File: config.mk
export PLATFORM = sky130hd
export DESIGN_NAME = fetch_unit_flat
export DESIGN_NICKNAME = d
export VERILOG_FILES = /design/src/rtl/fetch_pkg.sv /design/src/rtl/fetch_unit_if.sv /design/src/rtl/fetch_unit_branch_lut.sv /design/src/rtl/fetch_unit.sv /design/src/flat_wrapper.sv
export SDC_FILE = /design/constraint.sdc
export NUM_CORES = 1
export LEC_CHECK = 0
export CELL_PAD_IN_SITES_DETAIL_PLACEMENT = 0
export CELL_PAD_IN_SITES_GLOBAL_PLACEMENT = 2
export CORE_MARGIN = 8
export CORE_UTILIZATION = 30
export CTS_BUF_LIST = sky130_fd_sc_hd__clkbuf_4
export CTS_CLUSTER_SIZE = 16
export DETAILED_ROUTE_END_ITERATION = 12
export DONT_BUFFER_PORTS = 1
export PLACE_DENSITY = 0.65
export SYNTH_ARGS = -nofsm -noshare
export SYNTH_HDL_FRONTEND = slang
export SYNTH_SLANG_ARGS = --single-unit
File: constraint.sdc
create_clock -name Clk -period 3.94 [get_ports Clk]
set_input_delay 0.788 -clock Clk [delete_from_list [all_inputs] [get_ports Clk]]
set_output_delay 0.788 -clock Clk [all_outputs]
set_load 0.02 [all_outputs]
File: src/rtl/fetch_pkg.sv
// Shared constants for the fetch stage: FSM encodings and the branch target/offset tables.
package fetch_pkg;

  localparam int LUT_DEPTH = 8;

  localparam logic [1:0] IDLE = 2'd0;
  localparam logic [1:0] RUN  = 2'd1;
  localparam logic [1:0] DONE = 2'd2;

  // Absolute targets are stored wide and truncated to the PC width at the lookup.
  localparam logic [15:0] ABS_LUT [LUT_DEPTH] = '{
    16'd16, 16'd6, 16'd7, 16'd3, 16'd512, 16'd1023, 16'd5, 16'd200
  };

  localparam logic signed [7:0] REL_LUT [LUT_DEPTH] = '{
    8'sd1, 8'sd2, -8'sd3, -8'sd4, 8'sd5, -8'sd1, 8'sd127, 8'sh80
  };

  function automatic logic cond_eval(input logic flag_sel, input logic invert,
                                     input logic zero, input logic negative);
    return (flag_sel ? negative : zero) ^ invert;
  endfunction

endpackage

File: src/rtl/fetch_unit_if.sv
// Decoder/ALU-facing bus of the fetch stage.
interface fetch_unit_if #(
  parameter int PCW  = 10,
  parameter int CNTW = 16
);
  logic            Start;
  logic            Halt;
  logic            AbsBranch;
  logic            RelBranch;
  logic            BranchFlag;
  logic            BranchInvert;
  logic            Zero;
  logic            Negative;
  logic [2:0]      BranchField;
  logic [PCW-1:0]  ProgCounter;
  logic            Running;
  logic            Done;
  logic            BranchTaken;
  logic [CNTW-1:0] CycleCount;

  modport master (
    output Start, Halt, AbsBranch, RelBranch, BranchFlag, BranchInvert,
           Zero, Negative, BranchField,
    input  ProgCounter, Running, Done, BranchTaken, CycleCount
  );

  modport slave (
    input  Start, Halt, AbsBranch, RelBranch, BranchFlag, BranchInvert,
           Zero, Negative, BranchField,
    output ProgCounter, Running, Done, BranchTaken, CycleCount
  );
endinterface

File: src/rtl/fetch_unit_branch_lut.sv
// Combinational branch table lookup: field index to absolute target and signed offset.
module branch_lut
  import fetch_pkg::*;
#(
  parameter int PCW = 10
) (
  input  logic [2:0]     idx,
  output logic [PCW-1:0] abs_target,
  output logic [7:0]     rel_offset
);
  always_comb begin
    abs_target = PCW'(ABS_LUT[idx]);
    rel_offset = REL_LUT[idx];
  end
endmodule

File: src/rtl/fetch_unit.sv
// Program counter and run sequencer: IDLE -> RUN -> DONE, branch resolution, cycle counter.
module fetch_unit
  import fetch_pkg::*;
#(
  parameter int PCW      = 10,
  parameter int PROG_LEN = 1024,
  parameter int CNTW     = 16
) (
  input logic         Clk,
  input logic         Reset,
  fetch_unit_if.slave bus
);
  localparam logic [PCW-1:0]  LAST = PCW'(PROG_LEN - 1);
  localparam logic [CNTW-1:0] CMAX = '1;

  logic [1:0]      state;
  logic [PCW-1:0]  pc;
  logic [CNTW-1:0] cnt;
  logic [PCW-1:0]  abs_t;
  logic [7:0]      rel_o;
  logic [PCW-1:0]  rel_ext;
  logic            cond;
  logic            taken;

  branch_lut #(.PCW(PCW)) u_lut (
    .idx       (bus.BranchField),
    .abs_target(abs_t),
    .rel_offset(rel_o)
  );

  assign cond    = cond_eval(bus.BranchFlag, bus.BranchInvert, bus.Zero, bus.Negative);
  assign taken   = (state == RUN) & (bus.AbsBranch | bus.RelBranch) & cond;
  // Sign-extend the offset to the PC width so the add wraps modulo 2**PCW.
  assign rel_ext = PCW'($signed(rel_o));

  always_ff @(posedge Clk or posedge Reset) begin
    if (Reset) begin
      state <= IDLE;
      pc    <= '0;
      cnt   <= '0;
    end else if (bus.Start) begin
      state <= RUN;
      pc    <= '0;
      cnt   <= '0;
    end else if (state == RUN) begin
      if (cnt != CMAX) cnt <= cnt + 1'b1;
      if (bus.Halt)                 state <= DONE;
      else if (taken && bus.AbsBranch) pc <= abs_t;
      else if (taken)               pc    <= pc + rel_ext;
      else if (pc == LAST)          state <= DONE;
      else                          pc    <= pc + 1'b1;
    end
  end

  assign bus.ProgCounter = pc;
  assign bus.Running     = (state == RUN);
  assign bus.Done        = (state == DONE);
  assign bus.BranchTaken = taken;
  assign bus.CycleCount  = cnt;

endmodule

File: src/flat_wrapper.sv
// flat-port wrapper written by rule: the top's interface ports become plain ports
module fetch_unit_flat import fetch_pkg::*;
#(
  parameter int PCW      = 10,
  parameter int PROG_LEN = 1024,
  parameter int CNTW     = 16
)
  (Clk, Reset, bus_Start, bus_Halt, bus_AbsBranch, bus_RelBranch, bus_BranchFlag, bus_BranchInvert, bus_Zero, bus_Negative, bus_BranchField, bus_ProgCounter, bus_Running, bus_Done, bus_BranchTaken, bus_CycleCount);
  fetch_unit_if #(.PCW(PCW), .CNTW(CNTW)) bus_i ();
  input logic Clk;
  input logic Reset;
  input wire logic [$bits(bus_i.Start)-1:0] bus_Start;
  input wire logic [$bits(bus_i.Halt)-1:0] bus_Halt;
  input wire logic [$bits(bus_i.AbsBranch)-1:0] bus_AbsBranch;
  input wire logic [$bits(bus_i.RelBranch)-1:0] bus_RelBranch;
  input wire logic [$bits(bus_i.BranchFlag)-1:0] bus_BranchFlag;
  input wire logic [$bits(bus_i.BranchInvert)-1:0] bus_BranchInvert;
  input wire logic [$bits(bus_i.Zero)-1:0] bus_Zero;
  input wire logic [$bits(bus_i.Negative)-1:0] bus_Negative;
  input wire logic [$bits(bus_i.BranchField)-1:0] bus_BranchField;
  output wire logic [$bits(bus_i.ProgCounter)-1:0] bus_ProgCounter;
  output wire logic [$bits(bus_i.Running)-1:0] bus_Running;
  output wire logic [$bits(bus_i.Done)-1:0] bus_Done;
  output wire logic [$bits(bus_i.BranchTaken)-1:0] bus_BranchTaken;
  output wire logic [$bits(bus_i.CycleCount)-1:0] bus_CycleCount;
  assign bus_i.Start = bus_Start;
  assign bus_i.Halt = bus_Halt;
  assign bus_i.AbsBranch = bus_AbsBranch;
  assign bus_i.RelBranch = bus_RelBranch;
  assign bus_i.BranchFlag = bus_BranchFlag;
  assign bus_i.BranchInvert = bus_BranchInvert;
  assign bus_i.Zero = bus_Zero;
  assign bus_i.Negative = bus_Negative;
  assign bus_i.BranchField = bus_BranchField;
  assign bus_ProgCounter = bus_i.ProgCounter;
  assign bus_Running = bus_i.Running;
  assign bus_Done = bus_i.Done;
  assign bus_BranchTaken = bus_i.BranchTaken;
  assign bus_CycleCount = bus_i.CycleCount;
  fetch_unit #(.PCW(PCW), .PROG_LEN(PROG_LEN), .CNTW(CNTW)) u_core (.Clk(Clk), .Reset(Reset), .bus(bus_i));
endmodule
== Word-level counts from Yosys, hierarchy flattened ==
Memory sizes are Yosys's and may differ from the RTL's.
Cells that the tools add are included.

* Register bits after elaboration: 28
* Bits in read-only memories: 192
* Memories: 2
* RAM bits: 0
* Bits of input ports: 13
* Bits in latches: 0
* Word-level logic and storage cells: 49

* $lt $le $gt $ge: 1
* Divide/modulo/power cells: 0
* Equality and inequality tests: 8
* Bitwise operators: 5
* Multiply operators: 0
* Reductions and logical operators: 7
* Add/sub/neg operators: 3
* Shift-type cells: 0
* Muxes and demuxes: 20

{| class="wikitable"
|+ Memories
! name !! words !! bits a word !! rd ports !! clocked after Yosys merged registers in !! wr ports !! RTL line !! text
|-
| (no name shown) || 8 || 16 || 1 || 0 || 0 || fetch_unit_branch_lut.sv:12 || <nowiki>abs_target = PCW'(ABS_LUT[idx]);</nowiki>
|-
| (no name shown) || 8 || 8 || 1 || 0 || 0 || fetch_unit_branch_lut.sv:13 || <nowiki>rel_offset = REL_LUT[idx];</nowiki>
|}

{| class="wikitable"
|+ Operator list
! cell !! count
|-
| two-way mux 10 bit || 8
|-
| two-way mux 16 bit || 3
|-
| adder 16 x 1 -> 16 bit (second input constant) || 1
|-
| two-way mux 8 bit || 2
|-
| != test 16 bit (second input constant) || 1
|-
| two-way mux 2 bit || 6
|-
| adder 10 x 1 -> 10 bit (second input constant) || 1
|-
| adder 10 bit || 1
|-
| equality test 10 bit (second input constant) || 1
|-
| != test 3 bit (second input constant) || 2
|-
| >= comparator 4 bit (second input constant) || 1
|-
| != test 4 x 2 -> 1 bit (second input constant) || 1
|-
| NOT 3 -> 4 bit || 1
|-
| AND reduction 4 bit || 1
|-
| nonzero test 2 bit || 2
|-
| AND reduction 3 bit || 1
|-
| nonzero test 3 bit || 1
|-
| AND 1 bit || 2
|-
| equality test 2 x 1 -> 1 bit (second input constant) || 1
|-
| equality test 2 bit (second input constant) || 1
|-
| != test 2 bit (second input constant) || 1
|-
| AND reduction 2 bit || 1
|-
| logical AND 1 bit || 1
|-
| two-way mux 1 bit || 1
|-
| 2 further kinds || 2
|}

== Depth between registers and ports, before layout ==
* Depth after elaboration: 10
* Mapped depth: 13
* Depth with buffers taken out: 13

== Hierarchy ==
A second synthesis with hierarchy kept.

* Cell total of the unflattened synthesis: 241
* Area total of the unflattened synthesis: 2175.8 um^2

{| class="wikitable"
|+ Modules (own cells, without submodules)
! module !! area each (um^2) !! times used !! seq. area each (um^2) !! cells each
|-
| fetch_unit || 1959.4 || 1 || 700.7 || 213
|-
| branch_lut || 216.5 || 1 || 0.0 || 28
|}

== Worst setup path before layout ==
OpenSTA, ideal clock, no wires.

* Path type: input-to-reg
* Start point: in bus_BranchFlag
* End point: reg u_core.pc[9], in the netlist u_core.bus.ProgCounter[9]
* Data required time: 3844 ps
* Path slack: 304 ps
* Data arrival time: 3541 ps
* Buffers on the path: 0
* Setup time: 96 ps
* Stages on the path: 12
* Path through: mux2i_1 -> mux2i_1 -> o21ai_0 -> inv_1 -> nand2_1 -> inv_1 -> ha_1 -> a21o_1 -> a2111oi_0 -> a21oi_1 -> a211o_1 -> a311oi_2

* Longest elaborated chain between the ends: 8

{| class="wikitable"
|+ RTL lines
! what !! RTL line !! text
|-
| start: declaration || flat_wrapper.sv:16 || <nowiki>input wire logic [$bits(bus_i.BranchFlag)-1:0] bus_BranchFlag;</nowiki>
|-
| two-way mux 1 bit (*) || fetch_pkg.sv:21 || <nowiki>return (flag_sel ? negative : zero) ^ invert;</nowiki>
|-
| bitwise XOR 1 bit (*) || fetch_pkg.sv:21 ||
|-
| AND 1 bit (*) || fetch_unit.sv:32 || <nowiki>assign taken = (state == RUN) & (bus.AbsBranch | bus.RelBranch) & cond;</nowiki>
|-
| named net bus_BranchTaken || flat_wrapper.sv:24 || <nowiki>output wire logic [$bits(bus_i.BranchTaken)-1:0] bus_BranchTaken;</nowiki>
|-
| two-way mux 10 bit / logical AND 1 bit (equally long branches) || fetch_unit.sv:49, fetch_unit.sv:48 ||
|-
| two-way mux 10 bit || fetch_unit.sv:48 || <nowiki>else if (taken && bus.AbsBranch) pc <= abs_t;</nowiki>
|-
| two-way mux 10 bit || fetch_unit.sv:47 || <nowiki>if (bus.Halt) state <= DONE;</nowiki>
|-
| two-way mux 10 bit || fetch_unit.sv:45 || <nowiki>end else if (state == RUN) begin</nowiki>
|-
| two-way mux 10 bit || fetch_unit.sv:41 || <nowiki>end else if (bus.Start) begin</nowiki>
|-
| end signal: assignment || fetch_unit.sv:48 ||
|-
| end signal: assignment || fetch_unit.sv:49 || <nowiki>else if (taken) pc <= pc + rel_ext;</nowiki>
|-
| end signal: assignment || fetch_unit.sv:51 || <nowiki>else pc <= pc + 1'b1;</nowiki>
|-
| end: declaration || fetch_unit.sv:17 || <nowiki>logic [PCW-1:0] pc;</nowiki>
|}

The timed path passes the listed nets; every way through them passes the cells marked *. The select of a mux whose other input is x is not followed.
A chain may end at the register's enable or synchronous reset.

== Worst setup path after layout ==
* Start point: in bus_BranchFlag
* End point: reg u_core.pc[9], in the netlist u_core.bus.ProgCounter[9]

* Longest elaborated chain between the ends: 8

{| class="wikitable"
|+ RTL lines
! what !! RTL line
|-
| two-way mux 1 bit (*) || fetch_pkg.sv:21
|-
| bitwise XOR 1 bit (*) || fetch_pkg.sv:21
|-
| AND 1 bit (*) || fetch_unit.sv:32
|-
| two-way mux 10 bit / logical AND 1 bit (equally long branches) || fetch_unit.sv:49, fetch_unit.sv:48
|-
| two-way mux 10 bit || fetch_unit.sv:48
|-
| two-way mux 10 bit || fetch_unit.sv:47
|-
| two-way mux 10 bit || fetch_unit.sv:45
|-
| two-way mux 10 bit || fetch_unit.sv:41
|}

Every way passes the cells marked *; elsewhere a longest branch is shown, timed or not. The select of a mux whose other input is x is not followed.

==> run metrics <==
status completed; Pwr Total between 700 and 800 µW; number of routed nets with antenna violations 0; hpwl dp roughly 4800 µm; fin nets 269; # hold bufs at CTS 0; layout cells sized above 1 5.81%; period utilisation layout approximately 87%; num ports between 40 and 50; Cell variety after synth a little under 50; vias in the first global route roughly 1800; register area ~700 µm²; Primary FF master, synth dfrtp_1; min Tclk post-route roughly 3.4 ns; WP data required approximately 4.2 ns; critical path type in -> reg; most common cell after layout, fill and taps aside dfrtp_1; Hold WS between 0.3 and 0.4 ns; post-route insts no fill approximately 340; CTS root buffer clkbuf_4; drt first pass iters 4; critical path launch point type primary input; worst skew pair latency between 0.3 and 0.4 ns; YS warnings 0; CP dominant cell by count mux2i_1; top sig layer met4; Fin Setup TNS 0 ns; met3 WL around 440 µm; Die Y 99.9 µm; Async SR Flop Fraction 100%; final core utilization around a third; Initial Util a little under a third; GP Congestion ~0.76; Clk pin slew, worst setup/hold paths 0.18 ns; routed wl met2 between 2000 and 3000 µm; Clock Tree Buf Depth 2; Cell Pwr Density 310 nW/µm²; commonest cells after routing, fill and taps aside 28 x dfrtp_1, 24 x nor2_1, 15 x o21ai_0, 15 x a21oi_1; WP data arrival ~3.7 ns; synth-to-layout area growth 8.53%; drt initial violations between 100 and 150; critical path, cell by cell mux2i_1, mux2i_1, o21ai_0, nor2_1, ha_1, and3_1, a2111oi_0, buf_4, a21oi_1, a211o_1, a311oi_2; Peak Freq 0.291 GHz; Mapped Area about 2100 µm²; Syn Nets about 270; Max VDD drop between 100 and 150 µV; Total Wirelength 6140 µm; total grt overflow 0; sequential area share after synthesis around 33%; Synth Register Bits 28; slowest stage cell on the critical path a2111oi_0; total CTS buffers 3; Antenna diodes 0; Setup crit end kind flip-flop; Max FO, Critical Path 6; Tightest Pin Transition 0.618 ns; Final Max Slew Viols 0; Static Leak ~1.0 nW; Avg WL per Cell ~18 µm; htree depth 1; initial antenna violation count 0; post-CTS setup buffers 0; clk sink count 28; final instance area about 2300 µm²; HP Class in -> async; DRC Markers 0; FILL cells between 700 and 800; max-cap violation count 0; Hold Violations, Final 0; Core ar. slightly below 7000 µm²; Site Rows 30; average size of a mapped cell about 8.8 µm²; RSZ-0062 raised after global routing false; skew final around 0.023 ns; Vias/cell roughly 5.4; global-route usage over all layers 12.6%; vias 1829; first-pass GRT wire length around 10000 µm; Post-Synthesis Cells 239; Reg2Reg Depth 11; Setup WS pre-CTS approximately 0.14 ns; number of synthesized flops with an enable pin 0; Rel. slew slack ~58%; final setup margin roughly 0.50 ns; final setup fails 0; largest net degree at the start of global routing 32; DP Area about 2200 µm²; DRT met1 WL roughly 3000 µm; biggest cell delay along the critical path approximately 0.44 ns; DP Cell Count around 330; CTS tree done; I/O Buffers 0; Die Wd 99.9 µm; multi-input logic area 1340 µm²; cts repair resizes 0; DIE AREA between 9000 and 10000 µm²
==> critical path: cells and delay by family <==
family	cells	cell delay, ns
adders and majority gates	1	0.36
AOI/OAI and AO/OA	5	1.25
and+or+nand+nor	2	0.56
muxes	2	0.55
buffers and inverters	1	0.19
==> cells by family after synthesis <==
kind of cell / synth area share (%)
xor+xnor: 7.05
compound gates: 25.8
mux: 4.09
simple gates: 17.9
buf+inv: 3.37
fa+ha+maj: 8.64
flops: 33.2
==> final cells by class <==
cell class              count  share of cell area, %
well taps                  96                   5.24
multi-input cells         192                   58.5
inverters                  13                   2.13
flip-flops and latches     28                   30.6
clock inverters             1                   1.31
repair buffers              4                   1.31
clock buffers               3                  0.982
==> routing by layer <==
layer | vias to the layer above | track usage (%)
met5 | - | 0
met4 | 0 | 1.75
met3 | 4 | 4.36
met2 | 39 | 17.9
met1 | 880 | 17.9
li1 | 906 | -
==> flip-flops by register name, summed over array words and instances, names as in the netlist <==
signal	cells
u_core.bus.CycleCount	16
u_core.state	2
u_core.bus.ProgCounter	10
==> where the power goes <==
part / total, mW / leakage (nW) / internal, mW / switching (mW)
logic: 0.168 / 0.606 / 0.0677 / 0.0999
registers: 0.344 / 0.380 / 0.302 / 0.0415
clock network: 0.200 / 0.0279 / 0.103 / 0.0969
==> cell usage after synthesis (2+ instances only) <==
| library cell | instances | area [µm²] |
|---|---|---|
| o21a_1 | 5 | 37.5 |
| o2111ai_1 | 3 | 26.3 |
| nor2b_1 | 3 | 18.8 |
| and4_1 | 4 | 35.0 |
| clkbuf_1 | 6 | 22.5 |
| and3_1 | 10 | 62.6 |
| inv_1 | 13 | 48.8 |
| nand2_1 | 13 | 48.8 |
| dfrtp_1 | 28 | 701 |
| nand3_1 | 4 | 20.0 |
| o211ai_1 | 13 | 97.6 |
| ha_1 | 13 | 163 |
| xor2_1 | 13 | 114 |
| o31ai_1 | 2 | 15.0 |
| o21ai_0 | 15 | 75.1 |
| nor2_1 | 24 | 90.1 |
| a21oi_1 | 15 | 75.1 |
| a31oi_1 | 4 | 25.0 |
| a2111oi_0 | 2 | 17.5 |
| a211oi_1 | 3 | 22.5 |
| mux2i_1 | 6 | 60.1 |
| a21o_1 | 3 | 22.5 |
| a211o_1 | 2 | 17.5 |
| nor3_1 | 3 | 15.0 |
| xnor2_1 | 4 | 35.0 |
| o41ai_1 | 2 | 17.5 |
| nand4_1 | 4 | 25.0 |
==> worst paths after layout <==
kind / endpoint / slack (ns) / from
setup / recovery: u_core.bus.ProgCounter[9] / 0.50 / bus_BranchFlag
hold / removal: u_core.bus.CycleCount[0] / 0.37 / Reset
setup reg to reg: u_core.bus.ProgCounter[9] / 0.51 / u_core.state[1]
hold reg to reg: u_core.state[0] / 0.60 / u_core.state[0]
max in group asynchronous: u_core.bus.ProgCounter[4] / 2.92 / Reset
min in group Clk: u_core.bus.CycleCount[7] / 0.47 / bus_Start
No activity file was read; power rests on OpenSTA's default activity.
